===== src/rtl/power_domain_sequencer.sv =====
`default_nettype none
// ============================================================================
//  Module      : power_domain_sequencer
//  Description : Per-domain power-gating sequencer. It drives isolation,
//                retention save/restore and power-switch enables. A single
//                round-robin power-up token limits inrush to one ramping rail
//                at a time. Power-down waits for a retention ack, bounded by
//                an optional timeout that sets a sticky error flag.
//  Revision    : 1.0 - initial release
// ============================================================================
module power_domain_sequencer #(
   parameter int NUM_DOMAINS   = 4,
   parameter int CNT_W         = 8,
   parameter int STABLE_CYCLES = 10,
   parameter int ACK_TIMEOUT   = 200
) (
   input  logic                   clk,
   input  logic                   rst,
   input  logic [NUM_DOMAINS-1:0] power_on_req,
   input  logic [NUM_DOMAINS-1:0] power_off_req,
   input  logic [NUM_DOMAINS-1:0] ack_from_block,
   input  logic                   err_clr,
   output logic [NUM_DOMAINS-1:0] isolate_en,
   output logic [NUM_DOMAINS-1:0] save_state,
   output logic [NUM_DOMAINS-1:0] restore_state,
   output logic [NUM_DOMAINS-1:0] power_switch_en,
   output logic [NUM_DOMAINS-1:0] power_on_ack,
   output logic [NUM_DOMAINS-1:0] power_off_ack,
   output logic [NUM_DOMAINS-1:0] err_timeout,
   output logic                   up_busy
);

   localparam int IDX_W = (NUM_DOMAINS > 1) ? $clog2(NUM_DOMAINS) : 1;

   localparam logic [CNT_W-1:0] C_STABLE_LOAD  = CNT_W'(STABLE_CYCLES);
   localparam logic [CNT_W-1:0] C_TIMEOUT_LAST = CNT_W'(ACK_TIMEOUT - 1);
   localparam bit               C_TIMEOUT_EN   = (ACK_TIMEOUT != 0);
   localparam logic [CNT_W-1:0] C_CNT_ONE      = CNT_W'(1);

   // Output word per state: {iso, save, restore, switch, on_ack, off_ack}
   localparam logic [5:0] C_OUT_OFF     = 6'b100000;
   localparam logic [5:0] C_OUT_PEND    = 6'b100000;
   localparam logic [5:0] C_OUT_STABLE  = 6'b100100;
   localparam logic [5:0] C_OUT_RESTORE = 6'b101100;
   localparam logic [5:0] C_OUT_ON      = 6'b000110;
   localparam logic [5:0] C_OUT_DN_ISO  = 6'b100100;
   localparam logic [5:0] C_OUT_DN_SAVE = 6'b110100;
   localparam logic [5:0] C_OUT_DN_CUT  = 6'b100001;

   typedef enum logic [2:0] {
      ST_OFF     = 3'd0,
      ST_PEND    = 3'd1,
      ST_STABLE  = 3'd2,
      ST_RESTORE = 3'd3,
      ST_ON      = 3'd4,
      ST_DN_ISO  = 3'd5,
      ST_DN_SAVE = 3'd6,
      ST_DN_CUT  = 3'd7
   } state_t;

   // Token arbiter state
   logic             busy_q;
   logic             busy_d;
   logic [IDX_W-1:0] last_grant_q;
   logic [IDX_W-1:0] last_grant_d;

   // Arbiter combinational signals
   logic [NUM_DOMAINS-1:0] w_elig;
   logic [NUM_DOMAINS-1:0] w_in_restore;
   logic [NUM_DOMAINS-1:0] w_grant;
   logic                   w_grant_vld;
   logic [IDX_W-1:0]       w_grant_idx;
   logic [IDX_W:0]         w_probe;
   logic [IDX_W-1:0]       w_probe_idx;

   // Round-robin search for the first eligible PEND domain after last_grant
   always_comb begin
      w_grant     = '0;
      w_grant_vld = 1'b0;
      w_grant_idx = last_grant_q;
      w_probe     = '0;
      w_probe_idx = '0;
      if (!busy_q) begin
         for (int k = 0; k < NUM_DOMAINS; k++) begin
            w_probe = {1'b0, last_grant_q} + (IDX_W+1)'(k + 1);
            if (w_probe >= (IDX_W+1)'(NUM_DOMAINS)) begin
               w_probe = w_probe - (IDX_W+1)'(NUM_DOMAINS);
            end
            w_probe_idx = w_probe[IDX_W-1:0];
            if (!w_grant_vld && w_elig[w_probe_idx]) begin
               w_grant_vld = 1'b1;
               w_grant_idx = w_probe_idx;
            end
         end
      end
      if (w_grant_vld) begin
         w_grant[w_grant_idx] = 1'b1;
      end
   end

   // Token next state: taken on grant, returned when the holder leaves RESTORE
   always_comb begin
      busy_d       = busy_q;
      last_grant_d = last_grant_q;
      if (w_grant_vld) begin
         busy_d       = 1'b1;
         last_grant_d = w_grant_idx;
      end else if (|w_in_restore) begin
         busy_d = 1'b0;
      end
   end

   // Token and round-robin pointer registers
   always_ff @(posedge clk or posedge rst) begin
      if (rst) begin
         busy_q       <= 1'b0;
         last_grant_q <= IDX_W'(NUM_DOMAINS - 1);
      end else begin
         busy_q       <= busy_d;
         last_grant_q <= last_grant_d;
      end
   end

   assign up_busy = busy_q;

   for (genvar gi = 0; gi < NUM_DOMAINS; gi++) begin : g_dom
      state_t           state_q;
      logic [CNT_W-1:0] cnt_q;
      logic [5:0]       out_q;
      logic             err_q;

      // A cancel in the same cycle keeps the domain out of arbitration
      assign w_elig[gi]       = (state_q == ST_PEND) && !power_off_req[gi];
      assign w_in_restore[gi] = (state_q == ST_RESTORE);

      assign {isolate_en[gi], save_state[gi], restore_state[gi],
              power_switch_en[gi], power_on_ack[gi], power_off_ack[gi]} = out_q;
      assign err_timeout[gi] = err_q;

      // Domain sequencer: state, counter, registered output word, sticky error
      always_ff @(posedge clk or posedge rst) begin
         if (rst) begin
            state_q <= ST_OFF;
            cnt_q   <= '0;
            out_q   <= C_OUT_OFF;
            err_q   <= 1'b0;
         end else begin
            // A timeout set later in this block overrides a same-cycle clear
            if (err_clr) begin
               err_q <= 1'b0;
            end
            case (state_q)
               ST_OFF: begin
                  if (power_on_req[gi]) begin
                     state_q <= ST_PEND;
                     out_q   <= C_OUT_PEND;
                  end
               end
               ST_PEND: begin
                  if (power_off_req[gi]) begin
                     state_q <= ST_OFF;
                     out_q   <= C_OUT_OFF;
                  end else if (w_grant[gi]) begin
                     state_q <= ST_STABLE;
                     cnt_q   <= C_STABLE_LOAD;
                     out_q   <= C_OUT_STABLE;
                  end
               end
               ST_STABLE: begin
                  cnt_q <= cnt_q - C_CNT_ONE;
                  if (cnt_q == C_CNT_ONE) begin
                     state_q <= ST_RESTORE;
                     out_q   <= C_OUT_RESTORE;
                  end
               end
               ST_RESTORE: begin
                  state_q <= ST_ON;
                  out_q   <= C_OUT_ON;
               end
               ST_ON: begin
                  if (power_off_req[gi]) begin
                     state_q <= ST_DN_ISO;
                     out_q   <= C_OUT_DN_ISO;
                  end
               end
               ST_DN_ISO: begin
                  state_q <= ST_DN_SAVE;
                  cnt_q   <= '0;
                  out_q   <= C_OUT_DN_SAVE;
               end
               ST_DN_SAVE: begin
                  if (ack_from_block[gi]) begin
                     state_q <= ST_DN_CUT;
                     out_q   <= C_OUT_DN_CUT;
                  end else if (C_TIMEOUT_EN && (cnt_q == C_TIMEOUT_LAST)) begin
                     state_q <= ST_DN_CUT;
                     out_q   <= C_OUT_DN_CUT;
                     err_q   <= 1'b1;
                  end else begin
                     cnt_q <= cnt_q + C_CNT_ONE;
                  end
               end
               ST_DN_CUT: begin
                  state_q <= ST_OFF;
                  out_q   <= C_OUT_OFF;
               end
               default: begin
                  state_q <= ST_OFF;
                  out_q   <= C_OUT_OFF;
               end
            endcase
         end
      end
   end

endmodule
`default_nettype wire


===== config.mk =====
export PLATFORM = sky130hd
export DESIGN_NAME = power_domain_sequencer
export DESIGN_NICKNAME = d
export VERILOG_FILES = /design/src/rtl/power_domain_sequencer.sv
export SDC_FILE = /design/constraint.sdc
export NUM_CORES = 1
export LEC_CHECK = 0
export CORE_MARGIN = 8
export CORE_UTILIZATION = 53
export CTS_CLUSTER_DIAMETER = 200
export DETAILED_ROUTE_END_ITERATION = 8
export MAX_ROUTING_LAYER = met4
export PLACE_DENSITY_LB_ADDON = 0.2
export SLEW_MARGIN = 0
export SYNTH_ARGS = -nofsm -noshare
export SYNTH_HDL_FRONTEND = slang
export SYNTH_SLANG_ARGS = --single-unit

===== constraint.sdc =====
create_clock -name clk -period 2.7 [get_ports clk]
set_clock_uncertainty 0.15 [all_clocks]
set_input_delay 0.54 -clock clk [delete_from_list [all_inputs] [get_ports clk]]
set_output_delay 0.54 -clock clk [all_outputs]
set_load 0.02 [all_outputs]

==> results.toml <==
[outcome]
status = "finished, violations left"
violations = "negative setup slack"

[sta]
fin_crit_ns = 3.00
fmax_mhz = 333
rsz0062_at_grt = "yes"
setup_slack_ns = -0.304
worst_hold_slack_ns = 0.300
finalSetupTns_ns = -11.14
tightest_slew_ns = 0.527
fin_crit_sh = 1.11
hold_violations = 0
relSlewSlack = 0.647
setup_viol = 62
drv_slew = 0

[critical_path]
startpoint_type = "flip-flop"
endpoint = "g_dom[1].out_q[4]$_DFFE_PP0P_"
reg2regPathDepth = 9
arrival_ns = 3.10
crit_path_end_kind = "flip-flop"
rr_endpoint = "g_dom[1].out_q[4]$_DFFE_PP0P_"
timing.rr.start = "g_dom[2].state_q[1]$_DFFE_PP0P_"
path_depth = 9
path_delay_family = "compound AO/OA/AOI/OAI gates"
required_ns = 2.80
cp_num_buf_inv = 1
cp_slowest_stage_delay_ns = 0.58
r2r_setup_slack_ns = -0.30
crit_slowest_cell = "or4b_4"
worstPathCellList = "or4b_4, nand2_4, nor4_4, o41a_2, o21ai_4, nand3_2, a221o_1, buf_4, a22o_1"
criticalPathCategory = "reg -> reg"
cp-startpoint = "g_dom[2].state_q[1]$_DFFE_PP0P_"
cp_max_fo = 5

[pwr]
seq_power_share = 0.268
pwr-share-clk = 0.140
p_comb_frac = 0.593
max-vdd-ir-drop_uv = 731
pwr_density_cell_nw_per_um2 = 1250
p_int_mw = 4.45
p_leak_nw = 2.74
netSwitchingPower_mw = 3.56
switching_share = 0.444

[place]
port_buffers = 43
place_hpwl_microns = 9520
placed_cell_area_sq_um = 5850
place_ws_ns = -0.826
finalWeightedCongestion = 0.914
numPlacedInstances = 760

[clock_network]
cts_tree = "done"
cts_made_buffers = 9
cts_sinks = 75
cts.path.max_buffers = 2
htreeDepth = 3
cts_root_buffer = "clkbuf_8"
clk_latency_ns = 0.36
path_clk_slew_ns = 0.09

[floorplanning]
start_util = 0.540
core_area_sq_um = 9110
io_pins = 44
die_area_sq_um = 12600
dieWidth_microns = 112
die_h_microns = 112
num_rows = 35

[global_routing]
antenna_found_initial = 0
grt_pass1_vias = 4678
grt_overflow = 0
grt_pass1_wl_microns = 22600
grtUsageTotal = 0.221
grt_start_max_net_pins = 35

[finish]
fin_cells = 786
drive_gt1_frac = 0.222
final_area_sq_um = 6410
diodes = 0
area_delta_synth_final_pct = 30.2
nNetsFinal = 697

[drt]
vias = 4849
finalWirelength_microns = 13500
ant_nets = 0
wire_per_inst_microns = 17.2
met2WireLength_microns = 6440
wl_met3_microns = 761
firstDrtPassIters = 6
met1_length_microns = 6110
drcViolationCount = 0
via_per_inst = 6.17
drt_iter0_markers = 372
routed.top_layer = "met4"

[logic_synthesis]
yosysUniqueCellTypes = 71
synthArstFlopShare = 1.00
ys_top_cells_by_count = "dfrtp_1 (69), nor2_1 (62), nand2_1 (54)"
synth_edf_count = 0
yosys-top-cells-area = "dfrtp_1 (35%), nor2_1 (4.7%), nand2_1 (4.1%)"
yosysWarnings = 0
synth_top_area_frac = 0.351
yosysMostFrequentCell = "dfrtp_1"
yosys_most_used_dff = "dfrtp_1"
syn_inst = 586
syn_area_sq_um = 4920
synth_seq_cells = 75
syn_nets = 613
seq_area_frac_synth = 0.383
avgSynthCellArea_sq_um = 8.40
synth_largest_area_cell = "dfrtp_1"

[flow_run]
timing.max_cap.violations = 0

[worst_hold_path]
hp-class = "in -> async"
-- cells by family after synthesis --
family,share of synthesized area
flops,0.383
fa+ha+maj,0.0305
mux,0.0338
buf+inv,0.0641
compound gates,0.250
simple gates,0.230
xor+xnor,0.00890
-- sequential cells by signal, indices dropped and copies added, names as in the netlist --
signal and cells:
last_grant_q 2, g_dom.out_q 24, up_busy 1, g_dom.cnt_q 32
g_dom.err_q 4, g_dom.state_q 12
-- what timing repair did --
item / 4_1_cts / 5_1_grt
resized for setup: 46 / 11
hold buffers: 0 / 0
buffers inserted: 7 / 4
pin swaps: 33 / 12
setup endpoints to repair: 64 / 64
-- worst reg2reg max path, delay by kind of cell, from the launching register on --
kind	cells	cell delay, ns
AO/OA/AOI/OAI	4	1.31
buffers and inverters	1	0.17
flip-flops	1	0.41
AND/OR/NAND/NOR	4	0.87
-- layout by cell type (no fill, tap or decap), drive strengths merged, types with 6 or more instances in the layout --
cell           synthesis  layout
or3                    7       7
inv                   35      35
nand4                 10      10
nor4b                  7       7
mux2i                  8       8
clkdlybuf4s50          0      41
dfstp                  6       6
o22ai                  9       9
nand2b                 7       7
dfrtp                 69      69
o31ai                  7       7
clkbuf                30      12
nor4                   8       8
ha                    12      12
nand2                 54      54
o21ai                 29      29
nor3                  19      19
nand3                 18      18
nor2                  62      62
a21o                  10      10
a21oi                 35      35
nor2b                  8       8
a31oi                 23      23
buf                   12      72
-- power by group through the flow --
stage	clock, mW	sequential (mW)	combinational (mW)
finish	1.12	2.14	4.75
CTS	1.13	2.13	4.60
floorplan	0	2.16	2.79
detailed placement	0	2.14	4.29
global placement	0	2.12	4.19
global route	1.19	2.23	5.15
-- worst min-delay path by stage --
stage | end | depth (start not counted) | startpoint
floorplan | g_dom[1].err_q$_DFF_PP0_ | 2 | g_dom[1].err_q$_DFF_PP0_
global placement | g_dom[0].out_q[5]$_DFFE_PP1P_ | 2 | g_dom[0].out_q[5]$_DFFE_PP1P_
detailed placement | g_dom[0].out_q[5]$_DFFE_PP1P_ | 2 | g_dom[0].out_q[5]$_DFFE_PP1P_
CTS | g_dom[0].cnt_q[7]$_DFFE_PP0P_ | 2 | rst
global route | g_dom[0].cnt_q[7]$_DFFE_PP0P_ | 2 | rst
finish | g_dom[0].cnt_q[7]$_DFFE_PP0P_ | 2 | rst
-- metal layers --
metal	track usage	up-vias
li1	-	2325
met1	0.281	2353
met2	0.337	149
met3	0.0542	22
met4	0.0764	0
met5	-	-
-- cell type report --
cell class              instances  area, sq um
repair buffers                115         1030
multi-input cells             434         2960
flip-flops and latches         75         1890
clock inverters                 4         95.1
inverters                      35          131
fillers                       717         2700
well taps                     111          139
clock buffers                  12          165
-- through the flow --
stage	utilization	total power [mW]
2_1_floorplan	-	4.95
3_3_place_gp	0.643	6.31
3_5_place_dp	0.643	6.43
4_1_cts	0.695	7.87
5_1_grt	0.704	8.56
6_report	0.704	8.01
Power figures use the tool's default switching activity.
